## config.mk

```make
export PLATFORM = sky130hd
export DESIGN_NAME = register_bank
export DESIGN_NICKNAME = d
export VERILOG_FILES = /design/src/rtl/register_bank.sv
export SDC_FILE = /design/constraint.sdc
export NUM_CORES = 1
export LEC_CHECK = 0
export ABC_AREA = 0
export CORE_MARGIN = 8
export CORE_UTILIZATION = 25
export CTS_BUF_LIST = sky130_fd_sc_hd__clkbuf_8
export CTS_CLUSTER_DIAMETER = 120
export CTS_CLUSTER_SIZE = 20
export DETAILED_ROUTE_END_ITERATION = 6
export PLACE_DENSITY = 0.49
export SLEW_MARGIN = 20
export SYNTH_ARGS = -nofsm -noshare
export SYNTH_HDL_FRONTEND = slang
export SYNTH_SLANG_ARGS = --single-unit
```

## constraint.sdc

```tcl
create_clock -name iclk -period 4.1 [get_ports iclk]
set_input_delay 0.41 -clock iclk [delete_from_list [all_inputs] [get_ports iclk]]
set_output_delay 0.41 -clock iclk [all_outputs]
set_load 0.02 [all_outputs]
```

## src/rtl/register_bank.sv

```systemverilog
// Multi-register bank: one LOAD/INC/DEC/CLR write port, two combinational
// read ports with optional write forwarding, per-register dirty flags.
module register_bank #(
  parameter int DATA_WIDTH = 16,
  parameter int NUM_REGS   = 8,
  parameter int ZERO_REG   = 0,
  parameter int BYPASS     = 1,
  localparam int ADDR_WIDTH =
    ($clog2(NUM_REGS) < 1) ? 1 : $clog2(NUM_REGS)
) (
  input  logic                  iclk,
  input  logic                  irst,
  input  logic                  iwe,
  input  logic [ADDR_WIDTH-1:0] iwaddr,
  input  logic [1:0]            iwmode,
  input  logic [DATA_WIDTH-1:0] iwdata,
  input  logic [ADDR_WIDTH-1:0] iraddr_a,
  input  logic [ADDR_WIDTH-1:0] iraddr_b,
  output logic [DATA_WIDTH-1:0] ordata_a,
  output logic [DATA_WIDTH-1:0] ordata_b,
  output logic [NUM_REGS-1:0]   odirty,
  output logic                  ooverflow
);

  typedef enum logic [1:0] {
    M_LOAD = 2'b00,
    M_INC  = 2'b01,
    M_DEC  = 2'b10,
    M_CLR  = 2'b11
  } wmode_e;

  logic [DATA_WIDTH-1:0] regs [NUM_REGS];
  logic [DATA_WIDTH-1:0] cur;
  logic [DATA_WIDTH-1:0] wval;
  logic                  addr_ok;
  logic                  zero_hit;
  logic                  wr_eff;
  logic                  wrap;
  logic                  fwd;

  assign addr_ok  = 32'(iwaddr) < NUM_REGS;
  assign zero_hit = (ZERO_REG != 0) && (iwaddr == '0);
  assign wr_eff   = iwe && addr_ok && !zero_hit;
  assign fwd      = (BYPASS != 0) && wr_eff && !irst;

  always_comb begin
    cur = '0;
    for (int i = 0; i < NUM_REGS; i++) begin
      if (iwaddr == ADDR_WIDTH'(i)) cur = regs[i];
    end
  end

  always_comb begin
    wval = '0;
    wrap = 1'b0;
    unique case (wmode_e'(iwmode))
      M_LOAD: wval = iwdata;
      M_INC: begin
        wval = cur + 1'b1;
        wrap = &cur;
      end
      M_DEC: begin
        wval = cur - 1'b1;
        wrap = (cur == '0);
      end
      M_CLR: wval = '0;
      default: wval = '0;
    endcase
  end

  // Reset wins over a simultaneous write; the write is dropped entirely.
  always_ff @(posedge iclk) begin
    if (irst) begin
      for (int i = 0; i < NUM_REGS; i++) regs[i] <= '0;
      odirty    <= '0;
      ooverflow <= 1'b0;
    end else begin
      ooverflow <= wr_eff && wrap;
      for (int i = 0; i < NUM_REGS; i++) begin
        if (wr_eff && iwaddr == ADDR_WIDTH'(i)) begin
          regs[i]   <= wval;
          odirty[i] <= 1'b1;
        end
      end
    end
  end

  always_comb begin
    ordata_a = '0;
    ordata_b = '0;
    for (int i = 0; i < NUM_REGS; i++) begin
      if (!((ZERO_REG != 0) && (i == 0))) begin
        if (iraddr_a == ADDR_WIDTH'(i)) ordata_a = regs[i];
        if (iraddr_b == ADDR_WIDTH'(i)) ordata_b = regs[i];
      end
    end
    if (fwd && iraddr_a == iwaddr) ordata_a = wval;
    if (fwd && iraddr_b == iwaddr) ordata_b = wval;
  end

endmodule

```

# Word-level counts from Yosys, hierarchy flattened
# Memories as Yosys holds them, arrays and structs flattened.
# Index checks and enable logic that the tools add are counted.
# totals
regBits,9
ram_bits,128
input_bits,30
n_memories,1
# mem_list
memory,depth,width,rd,rd_clocked_by_memory_dff,write_ports,line,text
regs,8,16,8,0,8,32,logic [DATA_WIDTH-1:0] regs [NUM_REGS];
# op_classes
n_addsub,2
n_eq_ne,26
n_mux,62
bitwise,8
n_reduce_logical,19
# ops
op,n
two-way mux 16 bit,34
case mux 16 bit (4 select lines),1
== test 3 bit (second input constant),12
two-way mux 1 bit,26
== test 3 x 2 -> 1 bit (second input constant),6
adder 16 x 1 -> 16 bit (second input constant),1
logical NOT 16 bit,1
AND reduction 16 bit,1
subtractor 16 x 1 -> 16 bit (second input constant),1
logical AND 1 bit,12
== test 3 x 1 -> 1 bit (second input constant),3
logical NOT 3 bit,3
OR 1 bit,8
== test 3 bit,2
== test 2 bit (second input constant),2
== test 2 x 1 -> 1 bit (second input constant),1
logical NOT 2 bit,1
case mux 1 bit (2 select lines),1
logical NOT 1 bit,1

# Longest topological paths before layout
# Gate-level depths: netlist of run 1.
# depth
depth_word,12
ltp_mapped,16
ltp_nobuf,13

# Worst setup path before layout of run 1
# OpenSTA, ideal clock, no wires.
# synth_path
path_type,input -> output
startpoint,input iwaddr[0]
endpoint,output ordata_b[12]
t_arrival_ns,3.645
t_required_ns,3.690
setup_slack_ns,0.045
cell_stages,14
path_buffers,2
cell_sequence,buf_4 -> buf_2 -> mux4_2 -> nor2_1 -> a211oi_1 -> inv_1 -> fa_1 -> nand2b_1 -> a21oi_1 -> o21ai_0 -> a21oi_1 -> xor2_1 -> a22oi_1 -> o21ai_0
# synth_via
elab_chain_cells,12
# synth_rtl
element,line,text
"start, declared",14,"input logic [ADDR_WIDTH-1:0] iwaddr,"
logical NOT 3 bit,49,if (iwaddr == ADDR_WIDTH'(i)) cur = regs[i];
two-way mux 16 bit (8 in a row),49,
subtractor 16 x 1 -> 16 bit or adder 16 x 1 -> 16 bit (tied branches),"63, 59",
case mux 16 bit (4 select lines),56,unique case (wmode_e'(iwmode))
two-way mux 16 bit *,98,if (fwd && iraddr_b == iwaddr) ordata_b = wval;
"end, declared",20,"output logic [DATA_WIDTH-1:0] ordata_b,"
# Mark *: on every way between the ends. The rest lies on a longest branch, timed or not.

==> results of run 1 <==
## power breakdown
part / switching, µW / total, µW / internal, µW
Sequential: 59.8 / 1680 / 1620
Clock: 533 / 1170 / 637
Combinational: 733 / 1390 / 656
## cells in the mapped netlist (all sizes together) (25+ instances only)
library cell | instances | area share
edfxtp | 128 | 0.40
nand2 | 42 | 0.016
nor2 | 105 | 0.041
clkbuf | 53 | 0.021
a22oi | 25 | 0.021
o21ai | 56 | 0.030
mux2i | 27 | 0.030
mux4 | 59 | 0.14
a21oi | 32 | 0.017
inv | 40 | 0.016
mux2 | 34 | 0.040
nor3 | 36 | 0.019
## final cells by class
class	count	area (µm²)	share of cell area
clock buffers	20	275	0.0209
well taps	511	639	0.0486
clock inverters	12	133	0.0101
repair buffers	293	2410	0.183
multi-input cells	625	5530	0.420
inverters	40	153	0.0116
flip-flops and latches	137	4020	0.306
## critical path, stage by stage, from the launching register on
cell and delay (ns):
edfxtp_1 0.41, mux4_2 0.48, mux2i_1 0.20, buf_4 0.17, inv_4 0.03, ha_4 0.27, o21ai_2 0.06, a21oi_2 0.20
o41ai_4 0.12, buf_4 0.16, buf_4 0.13, a31oi_2 0.17, o31a_1 0.42, o21ai_1 0.11, buf_4 0.15, buf_6 0.12
## path summary, 6_finish.rpt
path | from | to | slack (ns)
worst max-delay path | regs[1][50] | ordata_a[5] | 0.02
worst min-delay path | odirty[4] | odirty[4] | 0.45
worst max register to register | regs[1][50] | regs[1][59] | 0.59
worst min register to register | odirty[4] | odirty[4] | 0.45
## state kept, by name (all words and copies together), names as in the netlist
name / cells
regs: 128
odirty: 8
ooverflow: 1
## stage by stage
step,instances,setup TNS (ns),worst slack (ns),util
after floorplan,877,0,0.0454,-
after CTS,1632,-0.255,-0.0815,0.343
after global routing,1638,-0.614,-0.110,0.350
after global placement,1586,-13.61,-0.712,0.323
final,1638,0,0.0171,0.350
after detailed placement,1586,-14.60,-0.730,0.323
## cell families after synthesis
logic type | share of synthesized area
DFF | 0.420
muxes | 0.208
buffers and inverters | 0.0486
and+or+nand+nor | 0.135
adders and majority gates | 0.0256
xor gates and xnor gates | 0.00915
AOI/OAI and AO/OA | 0.153
## routing by layer
layer	share of wire	up-vias
met5	0	-
met4	0.023	0
met3	0.069	56
met2	0.48	321
met1	0.43	4307
li1	-	3835
## what timing repair did
item | in CTS | in global routing
setup buffers | 16 | 10
resized for setup | 164 | 65
setup endpoints to repair | 25 | 24
cloned | 0 | 0
pin swaps | 34 | 25
==> impl_results.md, run 1 <==
- Syn nets: 926
- CTS Buffer Depth: 2
- RSZ-0062 raised after global routing: true
- EDFF count, synth: 128
- Sequential-to-total area share from yosys stat: 0.420
- CTS tree: built
- DRT antenna net count: 0
- Ys Warns: 0
- Met2 GRT Util: 0.280
- Clock skew: 0.0209 ns
- Inserted Clock Buffers: 17
- Dpl cell area: between 0.01 and 0.015 mm²
- Router iterations before antenna repair: 5
- Fmax: 245 MHz
- Fillers: approximately 3800
- Most used DFF post-synth: edfxtp_1
- Status: finished, final reports clean
- Hold crit path type: reg2reg
- Antenna violations before repair: 0
- Post-detailed-routing wire length: 38000 µm
- I/O Pins: between 70 and 80
- Chip height: 212 µm
- Max IR drop VDD: 0.000191 V
- Final hold vios: 0
- Port buffer count: 70
- Fin. max-slew vios: 0
- Power per Cell Area: 322 mW/mm²
- DR iter-0 viols: 857
- Post-route cell area: roughly 0.013 mm²
- Mapped Cells: 877
- Clk_lat worst skew: 0.47 ns
- Core area: 0.0377 mm²
- Worst-Margin Slew: 0.874 ns
- Inserted Diodes: 0
- Setup crit end kind: primary output
- Starting Density: 0.254
- Global route hottest layer: met2
- Worst hold slack: 0.448 ns
- CP Data Arrival Time: 3.67 ns
- Synthesized area: 0.00957 mm²
- CTS Root Cell: clkbuf_8
- Die area: 0.0448 mm²
- Drt drc: 0
- Area delta synth->final: 37.5%
- Library cells used by synthesis: 72
- Setup violators final: 0
- Post-synthesis register bit count: approximately 140
- Ratio of cells with drive above 1 in the final layout: 0.417
- R2R depth: 15
- Startpoint Class: flip-flop
- Met1 GRT Util: 0.216
- Syn Area/Cell: 10.9 µm²
- Post-synth ARST share: 0
- Crit path time final: around 4.1 ns
- Tot Pwr: about 4200 µW
- Most common cell after layout, fill and taps aside: buf_4
- Met3 usage: 0.0377
- CP Class: reg2out
- Drt wl/cell: 23.2 µm
- Worst-path maximum fanout: 3
- Clk slew on worst S/H paths: 0.07 ns
- Gr ovfl total: 0
- Static Leak: 0.00515 µW
- Sink Count: 137
- First-pass GRT wire length: 55500 µm
- Via count: 8519
- Max cap viols: 0
- WHS Path Cells: 2
- Routability Congestion: around 0.88
- H-tree Lvls: 4
- DIE WIDTH: 212 µm
- Vias in the first global route: 8632
- Worst EP required: 3.69 ns
- Num rows: 71
- # hold bufs at CTS: 0
- Largest net degree at the start of global routing: 72
- GRT Total Usage: 0.168
- Rel. slew slack: 0.417
- Via density per instance: 5.20
- Final Cycle Share: 0.996
- Final #Nets: 1163
- DP Wirelength: 26700 µm
- Commonest non-fill, non-tap cells in the layout: 218 x buf_4, 128 x edfxtp_1, 99 x nor2_1
Power figures use the tool's default switching activity.
==> inputs of run 2 (changes only) <==
- SETUP_SLACK_MARGIN: default -> 0.4
==> run 2 against run 1 <==
Effect of this change:
- the flow now finishes with violations (setup timing)
- count of clock-buffer cells in the layout down 2
- worst setup slack lost 0.091 ns
- wire length is 1.5% higher
==> impl_results.md, run 2 (synthesis gave the netlist of run 1 again) <==
- Status: finished, violations left
- Failing checks: setup timing
- Startpoint Class: flip-flop
- Most common cell after layout, fill and taps aside: buf_4
- Biggest regs: regs: 128 flops, odirty: 8 flops, ooverflow: 1 flops
- Post-route insts no fill: 1635
- Static Leak: 0.00517 µW
- Inserted Clock Buffers: 17
- Vias in the first global route: 8597
- Antenna violations before repair: 0
- Worst hold slack: between 0.4 and 0.5 ns
- Post-route cell area: 0.0134 mm²
- Fin. max-slew vios: 0
- Worst EP required: about 3.7 ns
- Port buffer count: 70
- CP Class: reg2out
- Post-Place Cells: 1567
- H-tree Lvls: 4
- Crit path time final: 4.17 ns
- CP Data Arrival Time: 3.76 ns
- Power per Cell Area: 323 mW/mm²
- Chip height: 212 µm
- DR iter-0 viols: 739
- Setup crit end kind: primary output
- Routability Congestion: 0.844
- Via density per instance: 5.23
- Hold crit path type: reg2reg
- Final #Nets: 1160
- Core area: 0.0377 mm²
- Inserted Diodes: 0
- Drt wl/cell: 23.6 µm
- DIE WIDTH: around 210 µm
- CTS Buffer Depth: 2
- Via count: 8554
- Post-detailed-routing wire length: 38500 µm
- Max IR drop VDD: 0.000210 V
- Area delta synth->final: 40.2%
- Max cap viols: 0
- Die area: 0.0448 mm²
- Commonest non-fill, non-tap cells in the layout: 196 x buf_4, 128 x edfxtp_1, 100 x nor2_1
- Fmax: 240 MHz
- Clk slew on worst S/H paths: 0.07 ns
- RSZ-0062 raised after global routing: true
- Clk_lat worst skew: 0.48 ns
- Num rows: 71
- I/O Pins: 71
- DRT antenna net count: 0
- CTS tree: built
- Dpl cell area: between 0.01 and 0.015 mm²
- Starting Density: 0.254
- Number of flip-flops in the largest register: 128
- Sink Count: 137
- Gr ovfl total: 0
- Ratio of cells with drive above 1 in the final layout: 0.426
- CTS Root Cell: clkbuf_8
- GRT Total Usage: 0.170
- Top reg by flops: regs
- Worst-path maximum fanout: 4
- Final Cycle Share: 1.02
- Largest net degree at the start of global routing: 72
- Setup violators final: 5
- Drt drc: 0
- Worst-Margin Slew: 0.863 ns
- DP Wirelength: 27800 µm
- Final worst setup slack: -0.0743 ns
- Router iterations before antenna repair: 5
- Final hold vios: 0
- Clock skew: 0.0179 ns
- Rel. slew slack: 0.425
- First-pass GRT wire length: 56300 µm
-- run 2: changes by cell type in the layout (fill, tap and decap cells not counted), moves of 5 or more --
cell / change
mux2i_4: +5
o21ai_4: +9
buf_4: -22
buf_6: +33
mux2i_1: -5
buf_2: -6
-- run 2: path summary, 6_finish.rpt --
path | from | to | slack [ns] | cells after the start
max reg2reg | regs[1][8] | regs[1][46] | 0.44 | 14
max | regs[1][8] | ordata_a[11] | -0.07 | 14
min | odirty[5] | odirty[5] | 0.45 | 2
min reg2reg | odirty[5] | odirty[5] | 0.45 | 2
-- run 2: where the power goes --
| group | switching, µW | internal [µW] |
|---|---|---|
| logic | 765 | 712 |
| registers | 68.2 | 1620 |
| clock network | 562 | 610 |
| total | 1400 | 2940 |
-- run 2: cell type report --
cell class / instances / area [µm²]
flip-flops and latches: 137 / 4020
fillers: 3747 / 24200
multi-input cells: 625 / 5720
inverters: 40 / 153
repair buffers: 290 / 2480
well taps: 511 / 639
clock inverters: 14 / 160
clock buffers: 18 / 248
-- run 2: worst max-delay path, cell delays in order, from the launching register on --
cell and delay, ns:
edfxtp_1 0.45, mux2_2 0.29, o22ai_1 0.26, a211oi_4 0.14, ha_1 0.33, a21o_1 0.20, a21o_1 0.21, buf_6 0.14
a21o_1 0.15, a21o_1 0.19, or3_4 0.35, a32oi_4 0.21, buf_12 0.16, o21ai_4 0.06, buf_6 0.14
-- run 2: repair_timing --
action	4_1_cts	5_1_grt
hold endpoints to repair	0	0
hold buffers	0	0
setup buffers	26	10
pin swaps	54	31
gates resized for setup	234	45
endpoints found under the setup margin	38	37
-- run 2: metal layers --
layer  part of all wire  routed length (µm)  up-vias  global-route usage
met5                  0                   0        -                   0
met4              0.015                 593        0              0.0443
met3              0.059                2290       41              0.0237
met2               0.49               19000      315               0.289
met1               0.43               16600     4369               0.223
li1                   -                   -     3829                   -
-- run 2: per-stage QoR --
stage / utilization / TNS, ns / power, µW / worst slack, ns
2_1_floorplan: - / 0 / 2380 / 0.402
3_3_place_gp: 0.322 / -11.38 / 2980 / -0.708
3_5_place_dp: 0.322 / -13.06 / 2980 / -0.710
4_1_cts: 0.349 / -0.531 / 4280 / -0.138
5_1_grt: 0.356 / -1.89 / 4500 / -0.228
6_report: 0.356 / -0.297 / 4340 / -0.0743
==> inputs of run 3 (changes only) <==
- CORE_ASPECT_RATIO: default -> 0.9
==> run 3 against run 2 <==
Effect of this change:
- count of clock-buffer cells in the layout down 1
- sequential share of layout area down 0.10 points
- core utilization down 0.22 points
- clock power about the same
- power up 1.0%
- fmax up 0.96%
- sequential cell count unchanged
- via count up 0.98%
- the run still ends with setup timing left
- largest power group unchanged
- non-clock buffer count unchanged
- die area about the same
==> impl_results.md, run 3 (synthesis gave the netlist of run 1 again) <==
- Clock skew: 0.0171 ns
- Post-Place Cells: 1531
- Worst-Margin Slew: 0.707 ns
- Power per Cell Area: 325 mW/mm²
- Setup crit end kind: primary output
- Num rows: 68
- Fmax: 242 MHz
- Setup TNS: -0.114 ns
- DIE WIDTH: 222 µm
- RSZ-0062 raised after global routing: true
- DP Wirelength: 27800 µm
- Status: finished, violations left
- CP Data Arrival Time: 3.72 ns
- Top reg by flops: regs
- Hold crit path type: reg2reg
- First-pass GRT wire length: 57200 µm
- Final worst setup slack: -0.0347 ns
- Crit path time final: 4.13 ns
- Final core occ: 0.354
- Static Leak: 0.00521 µW
- Register area: between 0.004 and 0.005 mm²
- Via density per instance: 5.35
- Die area: about 0.045 mm²
- CTS Root Cell: clkbuf_8
- Via count: 8638
- Final #Nets: ~1200
- GRT Total Usage: 0.169
- DRT antenna net count: 0
- Failing checks: setup timing
- R2R depth: 15
- Antenna violations before repair: 1
- Fin. max-slew vios: 0
- Inserted Clock Buffers: 17
- Final Cycle Share: 1.01
- CP Class: reg2out
- R2r endpoint: regs[1][46]
- CP peak stage delay: 0.50 ns
- Post-route insts no fill: 1614
- Chip height: 202 µm
- Hold worst-path end: odirty[5]
- Setup violators final: 4
- Startpoint Class: flip-flop
- CTS tree: built
- Final hold vios: 0
- Area delta synth->final: 40.7%
- Clk slew on worst S/H paths: ~0.090 ns
- Port buffer count: 70
- Number of flip-flops in the largest register: 128
- Post-detailed-routing wire length: 38900 µm
- Commonest non-fill, non-tap cells in the layout: 197 x buf_4, 128 x edfxtp_1, 98 x nor2_1
- Drt drc: 0
- Slowest CP cell: mux4_2
- Router iterations before antenna repair: 5
- H-tree Lvls: 4
- Pre-CTS setup slack: -0.623 ns
- Clk_lat worst skew: 0.46 ns
- DR iter-0 viols: 876
- Biggest regs: regs: 128 flops, odirty: 8 flops, ooverflow: 1 flops
- Crit-path cells: mux4_2, nor2_2, a211oi_1, buf_4, ha_1, a21o_1, a21o_1, buf_6, a21o_1, a21o_1, or3_4, a32oi_4, buf_12, o21ai_4, buf_6
- Fillers: 3740
- Inserted Diodes: 0
- Largest net degree at the start of global routing: 38
- Rel. slew slack: 0.529
- Max IR drop VDD: around 0.00019 V
- Worst-path maximum fanout: 3
- Core area: 0.0380 mm²
- CTS Buffer Depth: 2
- Routability Congestion: ~0.90
- Area of the multi-input gates: 0.00578 mm²
- I/O Pins: ~70
- Starting Density: 0.252
- Hold Crit Start: odirty[5]
- Max cap viols: 0
- Most common cell after layout, fill and taps aside: buf_4
- Drt wl/cell: roughly 24 µm
- Ratio of cells with drive above 1 in the final layout: 0.433
- Critical R2R Launch: regs[0][55]
- Gr ovfl total: 0
- Setup slack, reg-to-reg: 0.51 ns
- WHS Path Cells: 2
- Sink Count: about 140
- CP most frequent cell: a21o_1
- Worst EP required: approximately 3.7 ns
- Vias in the first global route: about 9000
- Critical path launch point: regs[0][55]
-- run 3: cell count changes in the layout (fill, tap and decap cells not counted), moves of 3 or more --
cell / delta
buf_6: -4
a22o_2: +3
inv_6: +3
a22o_1: -3
mux2i_1: +3
dlygate4sd2_1: +3
-- run 3: metrics by stage --
| step | hold WS, ns | area, µm² | total power, µW |
|---|---|---|---|
| 2_1_floorplan | 0.522 | 9730 | 2380 |
| 3_3_place_gp | 0.436 | 12000 | 2980 |
| 3_5_place_dp | 0.436 | 12000 | 2980 |
| 4_1_cts | 0.451 | 13100 | 4310 |
| 5_1_grt | 0.486 | 13500 | 4550 |
| 6_report | 0.448 | 13500 | 4380 |
-- run 3: where the power goes --
| group | internal [µW] | total, µW | switching [µW] |
|---|---|---|---|
| sequential | 1620 | 1690 | 67.9 |
| clock | 603 | 1180 | 580 |
| combinational | 723 | 1510 | 788 |
| total | 2940 | 4380 | 1440 |
-- run 3: metal layers --
metal / up-vias / wire (µm) / GRT usage
li1: 3839 / - / -
met1: 4358 / 17000 / 0.222
met2: 380 / 17800 / 0.267
met3: 59 / 3020 / 0.0448
met4: 2 / 1050 / 0.0608
met5: - / 12 / 0
-- run 3: worst max-delay path by stage --
| stage | slack (ns) | to | cells past startpoint |
|---|---|---|---|
| 5_1_grt | -0.17 | ordata_b[14] | 14 |
| 3_3_place_gp | -0.57 | ordata_b[7] | 16 |
| 6_report | -0.03 | ordata_a[11] | 15 |
| 4_1_cts | -0.09 | ordata_b[14] | 13 |
| 2_1_floorplan | 0.40 | ordata_a[14] | 14 |
| 3_5_place_dp | -0.62 | ordata_b[14] | 15 |
-- run 3: area by class of cell --
class	count	area share
multi-input cells	625	0.429
well taps	490	0.0455
clock inverters	15	0.0130
inverters	40	0.0113
flip-flops and latches	137	0.299
clock buffers	17	0.0174
repair buffers	290	0.185
-- run 3: worst max-delay path: cells and delay by family, from the launching register on --
family                   cells  cell delay, ns
adder cells (fa/ha/maj)      1            0.22
buffers and inverters        4            0.61
flip-flops                   1            0.41
multiplexers                 1            0.50
AND/OR/NAND/NOR              2            0.43
AO/OA/AOI/OAI                7            1.07
-- run 3: timing repair --
action / CTS / global route
hold buffers: 0 / 0
buffers inserted: 36 / 15
pin swaps: 52 / 38
gates resized for setup: 260 / 45
endpoints found under the setup margin: 56 / 40
hold endpoints to repair: 0 / 0
